==> src/rtl/rgb_pwm_sequencer_pkg.sv <==
// Shared encodings for the RGB PWM colour sequencer: modes, wheel colours
// and the colour-wheel step successor.
package rgb_pwm_sequencer_pkg;

    typedef enum logic [1:0] {
        MODE_OFF     = 2'd0,
        MODE_RAINBOW = 2'd1,
        MODE_BLINK   = 2'd2,
        MODE_SOLID   = 2'd3
    } mode_t;

    // Colours are packed {blu, grn, red}
    localparam logic [2:0] C_RED     = 3'b001;
    localparam logic [2:0] C_YELLOW  = 3'b011;
    localparam logic [2:0] C_GREEN   = 3'b010;
    localparam logic [2:0] C_CYAN    = 3'b110;
    localparam logic [2:0] C_BLUE    = 3'b100;
    localparam logic [2:0] C_MAGENTA = 3'b101;

    localparam logic [2:0] STEP_LAST = 3'd5;

    function automatic logic [2:0] next_step(input logic [2:0] s);
        return (s == STEP_LAST) ? 3'd0 : s + 3'd1;
    endfunction

endpackage

==> src/rtl/rgb_pwm_sequencer_lut.sv <==
// Colour-wheel lookup: step 0..5 -> {blu, grn, red}.
module rgb_color_lut
    import rgb_pwm_sequencer_pkg::*;
(
    input  logic [2:0] step,
    output logic [2:0] color
);

    always_comb begin
        color = C_RED;
        case (step)
            3'd0:    color = C_RED;
            3'd1:    color = C_YELLOW;
            3'd2:    color = C_GREEN;
            3'd3:    color = C_CYAN;
            3'd4:    color = C_BLUE;
            3'd5:    color = C_MAGENTA;
            default: color = C_RED;
        endcase
    end

endmodule

==> src/rtl/rgb_pwm_sequencer.sv <==
// Multi-channel RGB PWM sequencer: cross-fades each LED around a 6-colour
// wheel, with blink, solid and off modes and a per-channel phase offset.
module rgb_pwm_sequencer
    import rgb_pwm_sequencer_pkg::*;
#(
    parameter int PWM_BITS   = 12,
    parameter int NUM_LEDS   = 2,
    parameter int PHASE_STEP = 2
) (
    input  logic                clk,
    input  logic                reset,
    input  logic                enable,
    input  logic [1:0]          mode,
    input  logic                restart,
    input  logic [2:0]          solid_color,
    output logic [NUM_LEDS-1:0] red,
    output logic [NUM_LEDS-1:0] grn,
    output logic [NUM_LEDS-1:0] blu,
    output logic [2:0]          step_out,
    output logic                wheel_done
);

    logic [PWM_BITS-1:0] t;
    logic [PWM_BITS-1:0] duty;
    logic [2:0]          step;
    logic                t_max;
    logic                duty_max;
    mode_t               mode_e;

    assign t_max    = (t == '1);
    assign duty_max = (duty == '1);
    assign mode_e   = mode_t'(mode);
    assign step_out = step;

    always_ff @(posedge clk) begin
        if (reset || restart) begin
            t          <= '0;
            duty       <= '0;
            step       <= '0;
            wheel_done <= 1'b0;
        end else begin
            wheel_done <= 1'b0;
            if (enable) begin
                t <= t + 1'b1;
                if (t_max) begin
                    duty <= duty + 1'b1;
                    if (duty_max) begin
                        step       <= next_step(step);
                        wheel_done <= (step == STEP_LAST);
                    end
                end
            end
        end
    end

    logic [NUM_LEDS-1:0] red_d;
    logic [NUM_LEDS-1:0] grn_d;
    logic [NUM_LEDS-1:0] blu_d;

    for (genvar i = 0; i < NUM_LEDS; i++) begin : g_ch
        // Phase offset folded to 0..5 at elaboration, so the add stays within 4 bits
        localparam logic [3:0] OFFS = 4'((i * PHASE_STEP) % 6);

        logic [3:0] sum;
        logic [2:0] cs;
        logic [2:0] cs_nxt;
        logic [2:0] cur_c;
        logic [2:0] nxt_c;
        logic [2:0] pix;

        assign sum    = {1'b0, step} + OFFS;
        assign cs     = (sum >= 4'd6) ? 3'(sum - 4'd6) : sum[2:0];
        assign cs_nxt = next_step(cs);

        rgb_color_lut u_cur (.step(cs),     .color(cur_c));
        rgb_color_lut u_nxt (.step(cs_nxt), .color(nxt_c));

        always_comb begin
            pix = 3'b000;
            case (mode_e)
                MODE_OFF:     pix = 3'b000;
                MODE_RAINBOW: pix = (t < duty) ? nxt_c : cur_c;
                MODE_BLINK:   pix = duty[PWM_BITS-1] ? 3'b000 : cur_c;
                MODE_SOLID:   pix = solid_color;
                default:      pix = 3'b000;
            endcase
        end

        assign red_d[i] = pix[0];
        assign grn_d[i] = pix[1];
        assign blu_d[i] = pix[2];
    end

    always_ff @(posedge clk) begin
        if (reset || !enable) begin
            red <= '0;
            grn <= '0;
            blu <= '0;
        end else begin
            red <= red_d;
            grn <= grn_d;
            blu <= blu_d;
        end
    end

endmodule

==> config.mk <==
export PLATFORM = sky130hd
export DESIGN_NAME = rgb_pwm_sequencer
export DESIGN_NICKNAME = d
export VERILOG_FILES = /design/src/rtl/rgb_pwm_sequencer_pkg.sv /design/src/rtl/rgb_pwm_sequencer_lut.sv /design/src/rtl/rgb_pwm_sequencer.sv
export SDC_FILE = /design/constraint.sdc
export NUM_CORES = 1
export LEC_CHECK = 0
export CORE_MARGIN = 3
export CORE_UTILIZATION = 30
export CTS_BUF_LIST = sky130_fd_sc_hd__clkbuf_8
export CTS_CLUSTER_SIZE = 25
export DETAILED_ROUTE_END_ITERATION = 10
export GPL_TIMING_DRIVEN = 0
export PLACE_DENSITY = 0.57
export SYNTH_ARGS = -nofsm -noshare
export SYNTH_HDL_FRONTEND = slang
export SYNTH_SLANG_ARGS = --single-unit
==> constraint.sdc <==
create_clock -name clk -period 2.65 [get_ports clk]
set_input_delay 0.3975 -clock clk [delete_from_list [all_inputs] [get_ports clk]]
set_output_delay 0.3975 -clock clk [all_outputs]
set_load 0.005 [all_outputs]
==> metrics.cfg <==
[global_route]
overflow = 0
grt_first_pass_wirelength_um = 8690
first_global_vias = 1906
use_met2 = 0.206
grt_max_degree = 11
use_met3 = 0.0314
gr-usage-met1 = 0.160
grt_usage = 0.124
grt.busiest_layer = met2
antenna_found_initial = 0

[timing]
setup_viol = 0
slew_headroom = 0.625
finClkSkew_ps = 5.84
max_freq_mhz = 401
holdWs_ps = 438
tightest_slew_ps = 563
period_minus_slack_ps = 2500
drv_slew = 0
hold_violations = 0
finalCritPeriodShare = 0.942

[layout]
num_antenna_cells = 0
area_delta_synth_final_pct = 18.2
fin_nets = 329
drive_gt1_frac = 0.104

[setup_path]
endpoint = blu[0]
regToRegStartpoint = step_out[1]
crit_path_cell_trace = clkbuf_4 -> inv_1 -> ha_1 -> nand2_2 -> nand2_1 -> ha_1 -> a31oi_2 -> nand2b_1 -> a21boi_2 -> o21bai_1 -> o221a_2
cpMostUsedCell = ha_1
cp_max_fo = 7
startpoint = step_out[1]
cp_slowest_cell = dfxtp_1
rrSetupSlack_ps = 150
max_stage_delay_ps = 380
criticalPathCategory = reg2reg
critPathRequiredTime_ps = 2830
reg2reg_depth = 11
setup.worst_path.end_class = flop
cp.arrival_ps = 2670
reg2reg_to = blu[0]
start_kind = flop

[routing]
drtIter0Drc = 75
firstDrtPassIters = 4
wl_per_cell_um = 12.3
drt_wl_total_um = 4890
ant_nets = 0
vias = 1919
via_per_inst = 4.83
drc_errors = 0

[synth]
yosysWarningCount = 0
yosysTopAreaCell = dfxtp_1
synthTopCellsByArea = dfxtp_1 30%, ha_1 13%, xnor2_1 8.1%
yosysSeqAreaShare = 0.300
ys_ff_latch = 34
synth_edf_count = 0
async_flop_share = 0
synth_top_area_share = 0.300
mappedNetlistArea_mm2 = 0.00227
synth.avg_cell_area_um2 = 8.29
yosysUniqueCellTypes = 49
synthFlopType = dfxtp_1
synth.net_count = 306
syn_inst = 274

[placement]
port_buffers = 16
gp_congestion = 0.791
dp_hpwl_um = 3820

[pwr]
switching_share = 0.212
p_total_mw = 1.02
leakagePower_nw = 1.03
switchingPower_uw = 216
p_seq_frac = 0.506
pwr_density_cell_mw_per_mm2 = 380
pwr-share-clk = 0.442
comb_power_share = 0.052
p_int_uw = 803
ir_drop_mv = 0.202

[run_status]
outcome = complete, no violations

[clock_tree]
cts_tree = built
clock_latency_ps = 280
clockRootBuffer = clkbuf_8
cts_sinks = 34
ctsHoldBuffers = 0
numCtsBuffers = 5
h-tree-depth = 2
cts_buffer_depth = 2
clkTransAtPathRegs_ps = 70

[floorplan]
core_area_mm2 = 0.00729
row_count = 31
pin_count = 19
die-area_mm2 = 0.00865
die_y_um = 93.0
die_w_um = 93.0
start_util = 0.312

[flow_run]
drv_cap = 0

[worst_hold_path]
hold_path_class = in2reg

## power by group through the flow
| stage | sequential [mW] | combinational, mW | clock, mW |
|---|---|---|---|
| 2_1_floorplan | 0.528 | 0.0296 | 0 |
| 3_3_place_gp | 0.528 | 0.0534 | 0 |
| 3_5_place_dp | 0.528 | 0.0532 | 0 |
| 4_1_cts | 0.516 | 0.0535 | 0.466 |
| 5_1_grt | 0.516 | 0.0586 | 0.488 |
| 6_report | 0.516 | 0.0527 | 0.450 |
## worst max-delay path: cells and delay by family (launching register included)
kind	cells	cell delay, ps
adder cells (fa/ha/maj)	2	670
buffers and inverters	2	270
AO/OA/AOI/OAI	4	700
flip-flops	1	380
AND/OR/NAND/NOR	3	380
## cells in the final DEF (no fill, tap or decap), types with 2 or more instances in the layout
cell type / count
o21bai_1: 3
nand4_1: 10
mux2i_1: 3
nand2b_1: 2
xor2_1: 5
o31a_1: 2
o211ai_1: 2
xnor2_1: 21
and2_1: 4
nand2_1: 26
a21o_1: 2
ha_1: 22
and4_1: 2
nand3_1: 12
o21a_1: 2
mux2_2: 2
and3_1: 7
nor4_2: 3
a21boi_0: 2
inv_1: 18
nor3_1: 3
o22ai_1: 3
dfxtp_1: 34
clkdlybuf4s50_1: 16
o21ai_0: 6
or2_2: 4
buf_1: 2
a21oi_1: 11
clkbuf_8: 8
a31oi_1: 2
or4_1: 2
nor2_1: 33
## through the flow
step | cell area (µm²) | setup TNS, ps | worst slack (ps) | utilization | instances
after global placement | 2560 | 0 | 19.5 | 0.351 | 389
after detailed placement | 2560 | 0 | 10.9 | 0.351 | 389
after CTS | 2670 | 0 | 52.6 | 0.366 | 397
after global routing | 2690 | -12.6 | -12.6 | 0.368 | 397
after floorplan | 2270 | 0 | 333 | - | 274
final | 2690 | 0 | 155 | 0.368 | 397
## cell usage after synthesis, drive strengths merged (4+ instances only)
| cell | number |
|---|---|
| buf | 5 |
| and3 | 7 |
| ha | 23 |
| dfxtp | 34 |
| inv | 18 |
| xor2 | 5 |
| nand2 | 27 |
| xnor2 | 21 |
| and2 | 4 |
| nand4 | 10 |
| nor2 | 34 |
| or2 | 4 |
| a21oi | 11 |
| nand3 | 12 |
| nor4 | 4 |
| o21ai | 6 |
## layer usage
layer,wire length (µm),vias to the layer above
li1,-,1011
met1,2310,883
met2,2360,21
met3,185,4
met4,35,0
met5,0,-
## what timing repair did
item | 4_1_cts | 5_1_grt
resized for setup | 2 | 5
endpoints found under the setup margin | 1 | 2
buffers inserted | 0 | 0
## worst min path at each step
stage	cells past startpoint	from	endpoint
floorplan	2	step_out[2]	step_out[2]
global placement	2	step_out[2]	step_out[2]
detailed placement	2	step_out[2]	step_out[2]
CTS	3	mode[0]	red[1]
global route	3	mode[0]	grn[0]
finish	3	mode[0]	red[1]
## area by class of cell
type	instances	area, µm²
buffer	7	42.5
clock buffer	8	110
fill	788	4610
inverter	18	67.6
multi-input combinational	215	1500
sequential	34	681
tap	99	124
timing repair buffer	16	160
## cells by family after synthesis
family | after synthesis | share of synthesized area
flops | 34 | 0.300
mux | 5 | 0.0231
compound gates | 46 | 0.141
fa+ha+maj | 23 | 0.127
simple gates | 115 | 0.263
xor+xnor | 26 | 0.100
buf+inv | 25 | 0.0468
## flip-flops by register name (all words and copies together), names as in the netlist
register	flops
duty	12
step_out	3
blu	2
t	12
wheel_done	1
grn	2
red	2
(Power assumes the default switching activity.)
